===== src/rtl/cic_ctrl_pkg.sv =====
// Shared types and factor-validation helpers for the CIC decimator controller.
package cic_ctrl_pkg;

    typedef enum logic [2:0] {
        IDLE,
        RUN,
        DRAIN,
        FLUSH,
        SETTLE
    } state_t;

    // ceil(log2(x)) for a 16-bit operand; 0 and 1 both map to 0
    function automatic int unsigned clog2_16(input logic [15:0] x);
        int unsigned r = 0;
        for (int unsigned i = 0; i < 16; i++) begin
            if ((32'd1 << i) < 32'(x)) begin
                r = i + 1;
            end
        end
        return r;
    endfunction

    // A factor is usable if it is in range and its bit growth fits the output width
    function automatic logic factor_ok(
        input logic [15:0] f,
        input int unsigned stages,
        input int unsigned in_w,
        input int unsigned out_w,
        input int unsigned max_f
    );
        return (32'(f) >= 32'd2) && (32'(f) <= max_f) &&
               (stages * clog2_16(f) <= out_w - in_w);
    endfunction

endpackage


===== src/rtl/cic_out_buf.sv =====
// Single-entry valid/ready output buffer with a sticky overrun flag.
module cic_out_buf #(
    parameter int unsigned WIDTH = 15
) (
    input  logic             clk,
    input  logic             reset,
    input  logic             load_en,
    input  logic             sample_valid,
    input  logic [WIDTH-1:0] sample_data,
    input  logic             out_ready,
    input  logic             overrun_clr,
    output logic             out_valid,
    output logic [WIDTH-1:0] out_data,
    output logic             overrun
);

    logic load;
    logic drop;

    // A full entry may be replaced only when it is being taken the same cycle
    assign load = load_en && sample_valid && (!out_valid || out_ready);
    assign drop = load_en && sample_valid && out_valid && !out_ready;

    always_ff @(posedge clk or posedge reset) begin
        if (reset) begin
            out_valid <= 1'b0;
            out_data  <= '0;
            overrun   <= 1'b0;
        end else begin
            if (load) begin
                out_valid <= 1'b1;
                out_data  <= sample_data;
            end else if (out_valid && out_ready) begin
                out_valid <= 1'b0;
            end
            if (drop) begin
                overrun <= 1'b1;
            end else if (overrun_clr) begin
                overrun <= 1'b0;
            end
        end
    end

endmodule


===== src/rtl/cic_dec_ctrl.sv =====
// Run-time controller for the CIC decimator: factor validation, boundary-aligned
// reconfiguration with flush/settle, and buffered sample delivery.
module cic_dec_ctrl
    import cic_ctrl_pkg::*;
#(
    parameter int unsigned INPUT_WIDTH    = 12,
    parameter int unsigned OUTPUT_WIDTH   = 15,
    parameter int unsigned STAGES         = 2,
    parameter int unsigned MAX_FACTOR     = 1024,
    parameter int unsigned FLUSH_CYCLES   = 2,
    parameter int unsigned SETTLE_OUTPUTS = 2
) (
    input  logic                    clk,
    input  logic                    reset,
    input  logic                    in_valid,
    input  logic                    cfg_valid,
    input  logic [15:0]             cfg_factor,
    input  logic                    cfg_force,
    output logic                    cfg_ready,
    output logic                    cfg_err,
    output logic                    cic_clk_enable,
    output logic                    cic_reset,
    output logic [15:0]             cic_factor,
    input  logic                    cic_ce_out,
    input  logic [OUTPUT_WIDTH-1:0] cic_data,
    output logic                    out_valid,
    output logic [OUTPUT_WIDTH-1:0] out_data,
    input  logic                    out_ready,
    output logic                    overrun,
    input  logic                    overrun_clr,
    output logic                    busy
);

    localparam int unsigned CNT_MAX = (FLUSH_CYCLES > SETTLE_OUTPUTS) ? FLUSH_CYCLES : SETTLE_OUTPUTS;
    localparam int unsigned CNT_W   = $clog2(CNT_MAX + 1);

    state_t           state;
    state_t           state_next;
    logic [CNT_W-1:0] cnt;
    logic [15:0]      pending;
    logic [15:0]      fac_src;
    logic             accept;
    logic             req_ok;
    logic             pend_load;
    logic             err_next;
    logic             cnt_inc;
    logic             cnt_clr;
    logic             enter_flush;
    logic             load_en;

    assign accept  = cfg_valid && cfg_ready;
    assign req_ok  = factor_ok(cfg_factor, STAGES, INPUT_WIDTH, OUTPUT_WIDTH, MAX_FACTOR);
    assign fac_src = pend_load ? cfg_factor : pending;

    always_ff @(posedge clk or posedge reset) begin
        if (reset) begin
            state <= IDLE;
        end else begin
            state <= state_next;
        end
    end

    always_comb begin
        state_next  = state;
        pend_load   = 1'b0;
        err_next    = 1'b0;
        cnt_inc     = 1'b0;
        case (state)
            IDLE: begin
                if (accept) begin
                    if (req_ok) begin
                        pend_load  = 1'b1;
                        state_next = FLUSH;
                    end else begin
                        err_next = 1'b1;
                    end
                end
            end
            RUN: begin
                if (accept) begin
                    if (req_ok) begin
                        pend_load  = 1'b1;
                        state_next = cfg_force ? FLUSH : DRAIN;
                    end else begin
                        err_next = 1'b1;
                    end
                end
            end
            DRAIN: begin
                if (cic_ce_out) begin
                    state_next = FLUSH;
                end
            end
            FLUSH: begin
                if (cnt == CNT_W'(FLUSH_CYCLES - 1)) begin
                    state_next = SETTLE;
                end else begin
                    cnt_inc = 1'b1;
                end
            end
            SETTLE: begin
                if (cic_ce_out) begin
                    if (cnt == CNT_W'(SETTLE_OUTPUTS - 1)) begin
                        state_next = RUN;
                    end else begin
                        cnt_inc = 1'b1;
                    end
                end
            end
            default: state_next = IDLE;
        endcase
        cnt_clr     = (state_next != state);
        enter_flush = (state_next == FLUSH) && (state != FLUSH);
    end

    // Registered side outputs derived from the upcoming state
    always_ff @(posedge clk or posedge reset) begin
        if (reset) begin
            cnt        <= '0;
            pending    <= '0;
            cic_factor <= '0;
            cic_reset  <= 1'b1;
            cfg_ready  <= 1'b1;
            cfg_err    <= 1'b0;
            busy       <= 1'b0;
        end else begin
            if (cnt_clr) begin
                cnt <= '0;
            end else if (cnt_inc && (cnt != CNT_W'(CNT_MAX))) begin
                cnt <= cnt + 1'b1;
            end
            if (pend_load) begin
                pending <= cfg_factor;
            end
            if (enter_flush) begin
                cic_factor <= fac_src;
            end
            cic_reset <= (state_next == IDLE) || (state_next == FLUSH);
            cfg_ready <= (state_next == IDLE) || (state_next == RUN);
            busy      <= (state_next == DRAIN) || (state_next == FLUSH) || (state_next == SETTLE);
            cfg_err   <= err_next;
        end
    end

    assign cic_clk_enable = in_valid && ((state == RUN) || (state == DRAIN) || (state == SETTLE));
    assign load_en        = (state == RUN) || (state == DRAIN);

    cic_out_buf #(
        .WIDTH(OUTPUT_WIDTH)
    ) u_out_buf (
        .clk         (clk),
        .reset       (reset),
        .load_en     (load_en),
        .sample_valid(cic_ce_out),
        .sample_data (cic_data),
        .out_ready   (out_ready),
        .overrun_clr (overrun_clr),
        .out_valid   (out_valid),
        .out_data    (out_data),
        .overrun     (overrun)
    );

endmodule

===== config.mk =====
export PLATFORM = sky130hd
export DESIGN_NAME = cic_dec_ctrl
export DESIGN_NICKNAME = d
export VERILOG_FILES = /design/src/rtl/cic_ctrl_pkg.sv /design/src/rtl/cic_out_buf.sv /design/src/rtl/cic_dec_ctrl.sv
export SDC_FILE = /design/constraint.sdc
export NUM_CORES = 1
export LEC_CHECK = 0
export BUFFER_PORTS_ARGS = -buffer_cell sky130_fd_sc_hd__buf_4
export CORE_MARGIN = 5
export CORE_UTILIZATION = 45
export CTS_CLUSTER_DIAMETER = 30
export CTS_CLUSTER_SIZE = 8
export DETAILED_ROUTE_END_ITERATION = 8
export GPL_TIMING_DRIVEN = 0
export HOLD_SLACK_MARGIN = 0.12
export PLACE_DENSITY_LB_ADDON = 0.08
export SYNTH_ARGS = -nofsm -noshare
export SYNTH_HDL_FRONTEND = slang
export SYNTH_SLANG_ARGS = --single-unit

===== constraint.sdc =====
create_clock -name clk -period 2.3 [get_ports clk]
set_clock_uncertainty 0.2 [all_clocks]
set_input_delay 0.575 -clock clk [delete_from_list [all_inputs] [get_ports clk]]
set_output_delay 0.575 -clock clk [all_outputs]
set_load 0.1 [all_outputs]

After elaboration in Yosys (flattened, before gate mapping) --
Index checks and enable logic that the tools add are counted. Widths: inputs -> output; s select.
Operators by class: add/subtract/negate cells 1, magnitude comparators 19, equal/unequal tests 12, multiplexer cells 42, reductions and logical operators 26
Operator list (count):
- $mux 31 | 15
- $le 32x2->1 const B | 1
- $mux 3 | 8
- $ge 16x2->1 const B | 1
- $le 16x11->1 const B | 1
- $lt 1x16->1 const A | 1
- $lt 10x16->1 const A | 1
- $lt 11x16->1 const A | 1
- $lt 12x16->1 const A | 1
- $lt 13x16->1 const A | 1
- $lt 14x16->1 const A | 1
- $lt 15x16->1 const A | 1
- $lt 16x16->1 const A | 1
- $lt 2x16->1 const A | 1
- $lt 3x16->1 const A | 1
- $lt 4x16->1 const A | 1
- $lt 5x16->1 const A | 1
- $lt 6x16->1 const A | 1
- $lt 7x16->1 const A | 1
- $lt 8x16->1 const A | 1
- $lt 9x16->1 const A | 1
- $mux 16 | 1
- $pmux 3 s5 | 1
- $mux 1 | 14
- 16 further kinds | 42
Word-level totals: register bits after elaboration 58, bits of input ports 39, output and inout bits 38, logic and storage cells 111

Depth between registers and ports, before layout --
Gate-level depths: netlist (run 1).
depth in word-level cells 25, gate-level depth with buffers 7, mapped depth without buffers 6

Cells and area by module --
Synthesis (run 1) repeated with hierarchy kept, for this count alone.
Unflattened totals: cell total of the unflattened synthesis 184, area, all modules 2411.1 um^2
By module, submodules not included:
- cic_dec_ctrl | times used 1, cells each 143, area an instance 1699.1 um^2
- cic_out_buf | times used 1, cells each 41, area an instance 711.9 um^2

Worst setup path after synthesis (run 1) --
Ideal clock, no wire load.
path kind reg2out, from register state[2], to output port cic_clk_enable, arrival 1.555 ns, data required time 1.525 ns, slack -0.030 ns, stages on the path, launching flop included 4, path buffers 1, path through dfrtp_1 buf_2 nor2b_1 o311a_1
On the way: word-level cells in the longest chain between the ends 4, elaborated cells on any way between the ends 6
RTL lines:
- from (decl) | RTL line cic_dec_ctrl.sv:37 | state_t state;
- from (signal assigned) | RTL line cic_dec_ctrl.sv:59 | state <= state_next;
- $eq 3x1->1 / $eq 3x2->1 (equally long branches) | RTL line cic_dec_ctrl.sv:145 | assign cic_clk_enable = in_valid && ((state == RUN) || (state == DRAIN) || (state == SETTLE));
- $logic_or 1x1->1 | RTL line cic_dec_ctrl.sv:145
- $logic_or 1x1->1 (*) | RTL line cic_dec_ctrl.sv:145
- $logic_and 1x1->1 (*) | RTL line cic_dec_ctrl.sv:145
- to (decl) | RTL line cic_dec_ctrl.sv:21 | output logic cic_clk_enable,
Mark *: on every way between the ends. The rest lies on a longest branch, timed or not.

Final worst setup path (run 1) --
from register state[1], to output port cic_clk_enable
Same word-level chain as after synthesis.

==> results of run 1 <==
==> area by class of cell <==
type / count / area (um^2) / area share
plain buffers: 9 / 57.6 / 0.0165
clock buffers: 12 / 155 / 0.0446
clock inverters: 4 / 50.0 / 0.0144
inverters: 7 / 26.3 / 0.00755
multi-input cells: 135 / 952 / 0.274
flip-flops and latches: 58 / 1460 / 0.419
well taps: 72 / 90.1 / 0.0259
repair buffers: 88 / 692 / 0.199
==> worst reg2reg max path: cells and delay by family, from the launching register on <==
family	cells	cell delay, ns
buffers and inverters	2	0.30
AND/OR/NAND/NOR	1	0.27
AO/OA/AOI/OAI	3	0.56
adder cells (fa/ha/maj)	1	0.27
flip-flops	1	0.36
==> power by group <==
group / internal (W) / total (W) / leakage [nW] / switching [W]
sequential: 0.00120 / 0.00128 / 0.766 / 0.0000860
clock: 0.000557 / 0.000949 / 0.0986 / 0.000392
combinational: 0.000451 / 0.00182 / 0.860 / 0.00137
==> logic make-up after synthesis <==
group	Yosys count	share of synthesized area
AO/OA/AOI/OAI	32	0.0803
AND/OR/NAND/NOR	84	0.209
adder cells (fa/ha/maj)	2	0.0102
multiplexers	15	0.0686
buffers and inverters	17	0.0336
flip-flops	58	0.591
XOR/XNOR	2	0.00712
==> sequential cells by signal (all words and copies together) (netlist names) <==
signal               count
cic_reset                1
cic_factor              16
busy                     1
u_out_buf.overrun        1
state                    3
pending                 16
cfg_ready                1
cfg_err                  1
cnt                      2
u_out_buf.out_data      15
u_out_buf.out_valid      1
==> worst paths after layout <==
kind / from / end / slack [ns] / cells after the start
worst max-delay path: state[1] / cic_clk_enable / 0.005 / 5
worst min-delay path: overrun_clr / u_out_buf.overrun / 0.23 / 2
worst max register to register: cnt[1] / cic_factor[6] / 0.22 / 7
worst min register to register: pending[10] / cic_factor[10] / 0.27 / 2
max in group asynchronous: reset / cfg_ready / 0.61 / 4
min in group asynchronous: reset / cic_factor[9] / 0.65 / 3
==> layer usage <==
| layer | vias up | global-route usage | routed length [um] |
|---|---|---|---|
| met5 | - | 0 | 0 |
| met2 | 65 | 0.252 | 2510 |
| met4 | 0 | 0.0746 | 147 |
| met3 | 14 | 0.0661 | 420 |
| li1 | 910 | - | - |
| met1 | 902 | 0.196 | 2280 |
==> timing repair <==
action | CTS | global route
setup buffers | 5 | 5
endpoints found under the setup margin | 1 | 11
gates cloned | 0 | 0
hold buffers | 1 | 0
resized for setup | 9 | 6
pin swaps | 1 | 1
hold endpoints to repair | 25 | 0
==> cell usage in the layout, fill, tap and decap left out, drive strengths merged, types with 2 or more instances in the layout <==
cell type  instances
nor2b             19
nor4               3
dfrtp             56
nor2               6
nor3               3
buf               93
nand2             36
nand2b             2
nand3              4
mux2              15
o21ai             20
a21oi              2
ha                 2
nor4bb             2
nand3b             2
a21o               2
inv                7
clkinvlp           2
dfstp              2
o311a              2
clkbuf            15
==> per-stage QoR <==
stage | cell area (um^2) | total power, W | instances
finish | 3480 | 0.00405 | 385
CTS | 3430 | 0.00408 | 380
detailed placement | 3140 | 0.00310 | 359
global placement | 3120 | 0.00308 | 358
floorplan | 2460 | 0.00271 | 210
global route | 3480 | 0.00422 | 385
==> reports/qor.csv, run 1 <==
stage;metric;value;unit
cts;cts_max_level;3;
cts;cts_tree;built;
synth;ys_types;39;
power_and_ir_drop;p_leak;1.73;nW
global_route;antenna_found_initial;0;
synth;synth_ff_type;dfrtp_1;
synth;synth_area_leaders;dfrtp_1 57%, mux2_2 6.9%, nand2_1 5.5%, nor2b_1 4.8%, o21ai_0 4.1%;
floorplanning;core_area;0.00541;mm^2
global_route;grt_pass1_wl;9000;um
job;cap_violations;0;
hold_path;min_path_type;input pin to flop;
synth;ys_ff_latch;58;
cts;clkLatencyLatePin;0.33;ns
placement;globalplace.congestion;0.848;
worst_setup_path;cpPeakStageDelay;0.39;ns
sta;fmax;436;MHz
sta;hold_ws;0.229;ns
sta;rsz0062_at_grt;true;
worst_setup_path;slowest_stage;dfrtp_1;
sta;relSlewSlack;0.624;
floorplanning;rows;27;
sta;setup_ws;0.00543;ns
power_and_ir_drop;powerDensity;1160;mW/mm^2
floorplanning;initial_core_util;0.455;
placement;dp_hpwl;3700;um
routing;drt_wl_total;5360;um
worst_setup_path;worstPathRequired;1.52;ns
worst_setup_path;cpMostUsedCell;buf_6;
synth;syn-num-nets;251;
synth;syn_area;0.00246;mm^2
floorplanning;die_w;84.0;um
routing;first_iter_violations;40;
synth;synth_top_area_cell;dfrtp_1;
finish;final_nets;349;
sta;final.period_utilization;0.998;
synth;synthTopCellsByCount;56 x dfrtp_1, 36 x nand2_1, 20 x o21ai_0;
routing;drt_pass1_iterations;4;
floorplanning;chipHeight;84.0;um
synth;synthArstFlopShare;1.00;
synth;synth_top_area_frac;0.569;
finish;nFillCells;453;
global_route;grt_max_degree;34;
worst_setup_path;crit_arrival;1.52;ns
sta;hold_viol_final;0;
cts;cts-root-buf;clkbuf_8;
worst_setup_path;crit_fanout;5;
finish;drive_gt1_frac;0.454;
synth;yosysWarnings;0;
routing;wl_per_cell;13.9;um
floorplanning;dieArea;0.00705;mm^2
worst_setup_path;end_kind;output port;
placement;pre_cts_slack;-0.0484;ns
synth;synth_area_per_cell;11.7;um^2
worst_setup_path;critPathBufInv;3;
global_route;track_usage;0.162;
worst_setup_path;critical_path.top_delay_family;buffers and inverters;
routing;drc;0;
sta;fin_tns_setup;0;ns
worst_setup_path;cp-start-kind;flop;
worst_setup_path;worstSetupPathType;flop to output port;
cts;cts_buffers;9;
routing;via_per_inst;4.91;
sta;slew_violations;0;
finish;syn2layout_area_growth;41.4;%
floorplanning;io_pins;77;
finish;antenna_cells;0;
routing;vias;1891;
power_and_ir_drop;ir_worst_vdd;0.837;mV
synth;seq_area_frac_synth;0.591;
finish;utilization;0.644;
cts;cts_sinks;58;
sta;worst-slew-pin-transition;0.562;ns
sta;min_period;2.29;ns
outcome;outcome;completed;
synth;syn_inst;210;
routing;antenna_left;0;
global_route;first_global_vias;1928;
worst_setup_path;path_cells;buf_6 > buf_6 > nor2b_4 > o311a_4 > buf_12;
cts;cts.path.max_buffers;2;
synth;synth_edf_count;0;
placement;port_buffers;76;
synth;yosysMostFrequentCell;dfrtp_1;
cts;cts.clk_slew.worst_paths;0.06;ns
sta;setup_violations;0;
global_route;grt_overflow_total;0;
No activity file was read; power rests on OpenSTA's default activity.
==> run 2, diff against run 1 <==
--- a/config.mk
+++ b/config.mk
@@ -8,10 +8,9 @@
 export BUFFER_PORTS_ARGS = -buffer_cell sky130_fd_sc_hd__buf_4
 export CORE_MARGIN = 5
 export CORE_UTILIZATION = 45
-export CTS_CLUSTER_DIAMETER = 30
+export CTS_CLUSTER_DIAMETER = 200
 export CTS_CLUSTER_SIZE = 8
 export DETAILED_ROUTE_END_ITERATION = 8
-export GPL_TIMING_DRIVEN = 0
 export HOLD_SLACK_MARGIN = 0.12
 export PLACE_DENSITY_LB_ADDON = 0.08
 export SYNTH_ARGS = -nofsm -noshare
==> run 2 against run 1 <==
Sequential cell count is the same. Largest power group unchanged. First-iteration DRC count up 60%. Critical endpoint unchanged. Global-route usage fell by 0.16 points. Core utilization fell by 0.69 points.
==> reports/qor.csv, run 2 (same netlist as run 1, synthesis figures left out) <==
stage;metric;value;unit
outcome;outcome;completed;
routing;first_iter_violations;64;
cts;clkLatencyLatePin;0.32;ns
global_route;use_met2;0.255;
global_route;met3_usage;0.0563;
worst_setup_path;slowest_stage;dfrtp_2;
global_route;met1_usage;0.198;
power_and_ir_drop;total_power;0.00413;W
floorplanning;core_area;0.00541;mm^2
finish;layout_commonest_cell;buf_4;
placement;port_buffers;76;
finish;final_nets;340;
floorplanning;rows;27;
worst_setup_path;end_kind;output port;
routing;antenna_left;0;
placement;dp_hpwl;3740;um
finish;top_regs;cic_factor: 16 flops, pending: 16 flops, u_out_buf.out_data: 15 flops;
floorplanning;die_w;84.0;um
sta;worst-slew-pin-transition;0.592;ns
cts;cts_sinks;58;
sta;setup_violations;0;
placement;dp_cells;357;
finish;utilization;0.637;
worst_setup_path;r2r_setup_slack;0.40;ns
hold_path;hp-start;overrun_clr;
routing;vias;1820;
global_route;first_global_vias;1966;
sta;setup_ws;0.0488;ns
routing;drt_pass1_iterations;4;
finish;nFillCells;473;
worst_setup_path;cp-start-kind;flop;
finish;antenna_cells;0;
hold_path;min_path_type;input pin to flop;
job;cap_violations;0;
floorplanning;chipHeight;84.0;um
sta;hold_ws;0.251;ns
worst_setup_path;worstSetupPathType;flop to output port;
worst_setup_path;worstPathRequired;1.52;ns
floorplanning;initial_core_util;0.455;
routing;wl_per_cell;13.7;um
finish;drive_gt1_frac;0.444;
global_route;grt_max_degree;25;
worst_setup_path;reg2reg_depth;6;
worst_setup_path;timing.rr.end;state[0];
global_route;grt_pass1_wl;9180;um
hold_path;min_to;u_out_buf.overrun;
finish;syn2layout_area_growth;39.9;%
routing;drt_wl_total;5150;um
finish;stdcell_count;376;
cts;cts.path.max_buffers;2;
sta;hold_viol_final;0;
worst_setup_path;critPathBufInv;1;
power_and_ir_drop;powerDensity;1200;mW/mm^2
sta;min_period;2.25;ns
cts;cts_max_level;3;
cts;cts-root-buf;clkbuf_8;
finish;final_cell_mix;83 x buf_4, 53 x dfrtp_1, 36 x nand2_1;
global_route;grt_busiest_layer;met2;
worst_setup_path;cpPeakStageDelay;0.43;ns
sta;relSlewSlack;0.605;
floorplanning;dieArea;0.00705;mm^2
placement;globalplace.congestion;0.841;
sta;fmax;444;MHz
cts;cts_tree;built;
placement;pre_cts_slack;0.110;ns
power_and_ir_drop;ir_worst_vdd;0.852;mV
global_route;track_usage;0.160;
worst_setup_path;path_cells;nor2b_1 > o311a_2 > buf_6;
sta;slew_violations;0;
routing;drc;0;
worst_setup_path;rr_startpoint;cnt[1];
global_route;antenna_found_initial;0;
floorplanning;io_pins;77;
hold_path;whs_path_depth;2;
global_route;grt_overflow_total;0;
sta;final.period_utilization;0.979;
power_and_ir_drop;p_leak;1.71;nW
routing;via_per_inst;4.84;
worst_setup_path;critical_path.top_delay_family;flip-flops;
worst_setup_path;crit_fanout;5;
cts;cts.clk_slew.worst_paths;0.06;ns
worst_setup_path;crit_arrival;1.48;ns
cts;cts_buffers;9;
[run 2: routing by layer]
metal,vias up,wire (um),part of all wire
li1,897,-,-
met1,861,2320,0.45
met2,55,2390,0.46
met3,7,367,0.071
met4,0,74,0.014
met5,-,0,0
[run 2: repair_timing]
item	in CTS	in global routing
hold endpoints to repair	19	0
endpoints found under the setup margin	1	1
hold buffers	1	0
setup buffers	0	2
cloned	0	0
pin swaps	0	0
gates resized for setup	4	1
[run 2: worst max-delay path by stage]
| stage | slack, ns | cells past startpoint | to | start |
|---|---|---|---|---|
| floorplan | 0.10 | 1 | busy | reset |
| global placement | 0.16 | 5 | state[0] | cfg_factor[0] |
| detailed placement | 0.11 | 5 | state[0] | cfg_factor[0] |
| CTS | 0.008 | 3 | cic_clk_enable | state[1] |
| global route | -0.005 | 3 | cic_clk_enable | state[2] |
| finish | 0.05 | 3 | cic_clk_enable | state[2] |
[run 2: area by class of cell]
cell class	count	area, um^2	share of cell area
sequential	58	1460	0.423
multi-input combinational	135	935	0.272
timing repair buffer	88	704	0.205
clock buffer	12	155	0.0451
tap	72	90.1	0.0262
clock inverter	4	73.8	0.0214
inverter	7	26.3	0.00763
[run 2: per-stage QoR]
stage	TNS [ns]	area, um^2
after floorplan	0	2460
after global placement	0	3180
after detailed placement	0	3180
after CTS	0	3430
after global routing	-0.00532	3440
final	0	3440
[run 2: power by group]
part | leakage (nW) | switching, W | internal, W
Sequential | 0.764 | 0.0000992 | 0.00120
Clock | 0.117 | 0.000388 | 0.000670
Combinational | 0.824 | 0.00134 | 0.000431
Total | 1.71 | 0.00183 | 0.00230
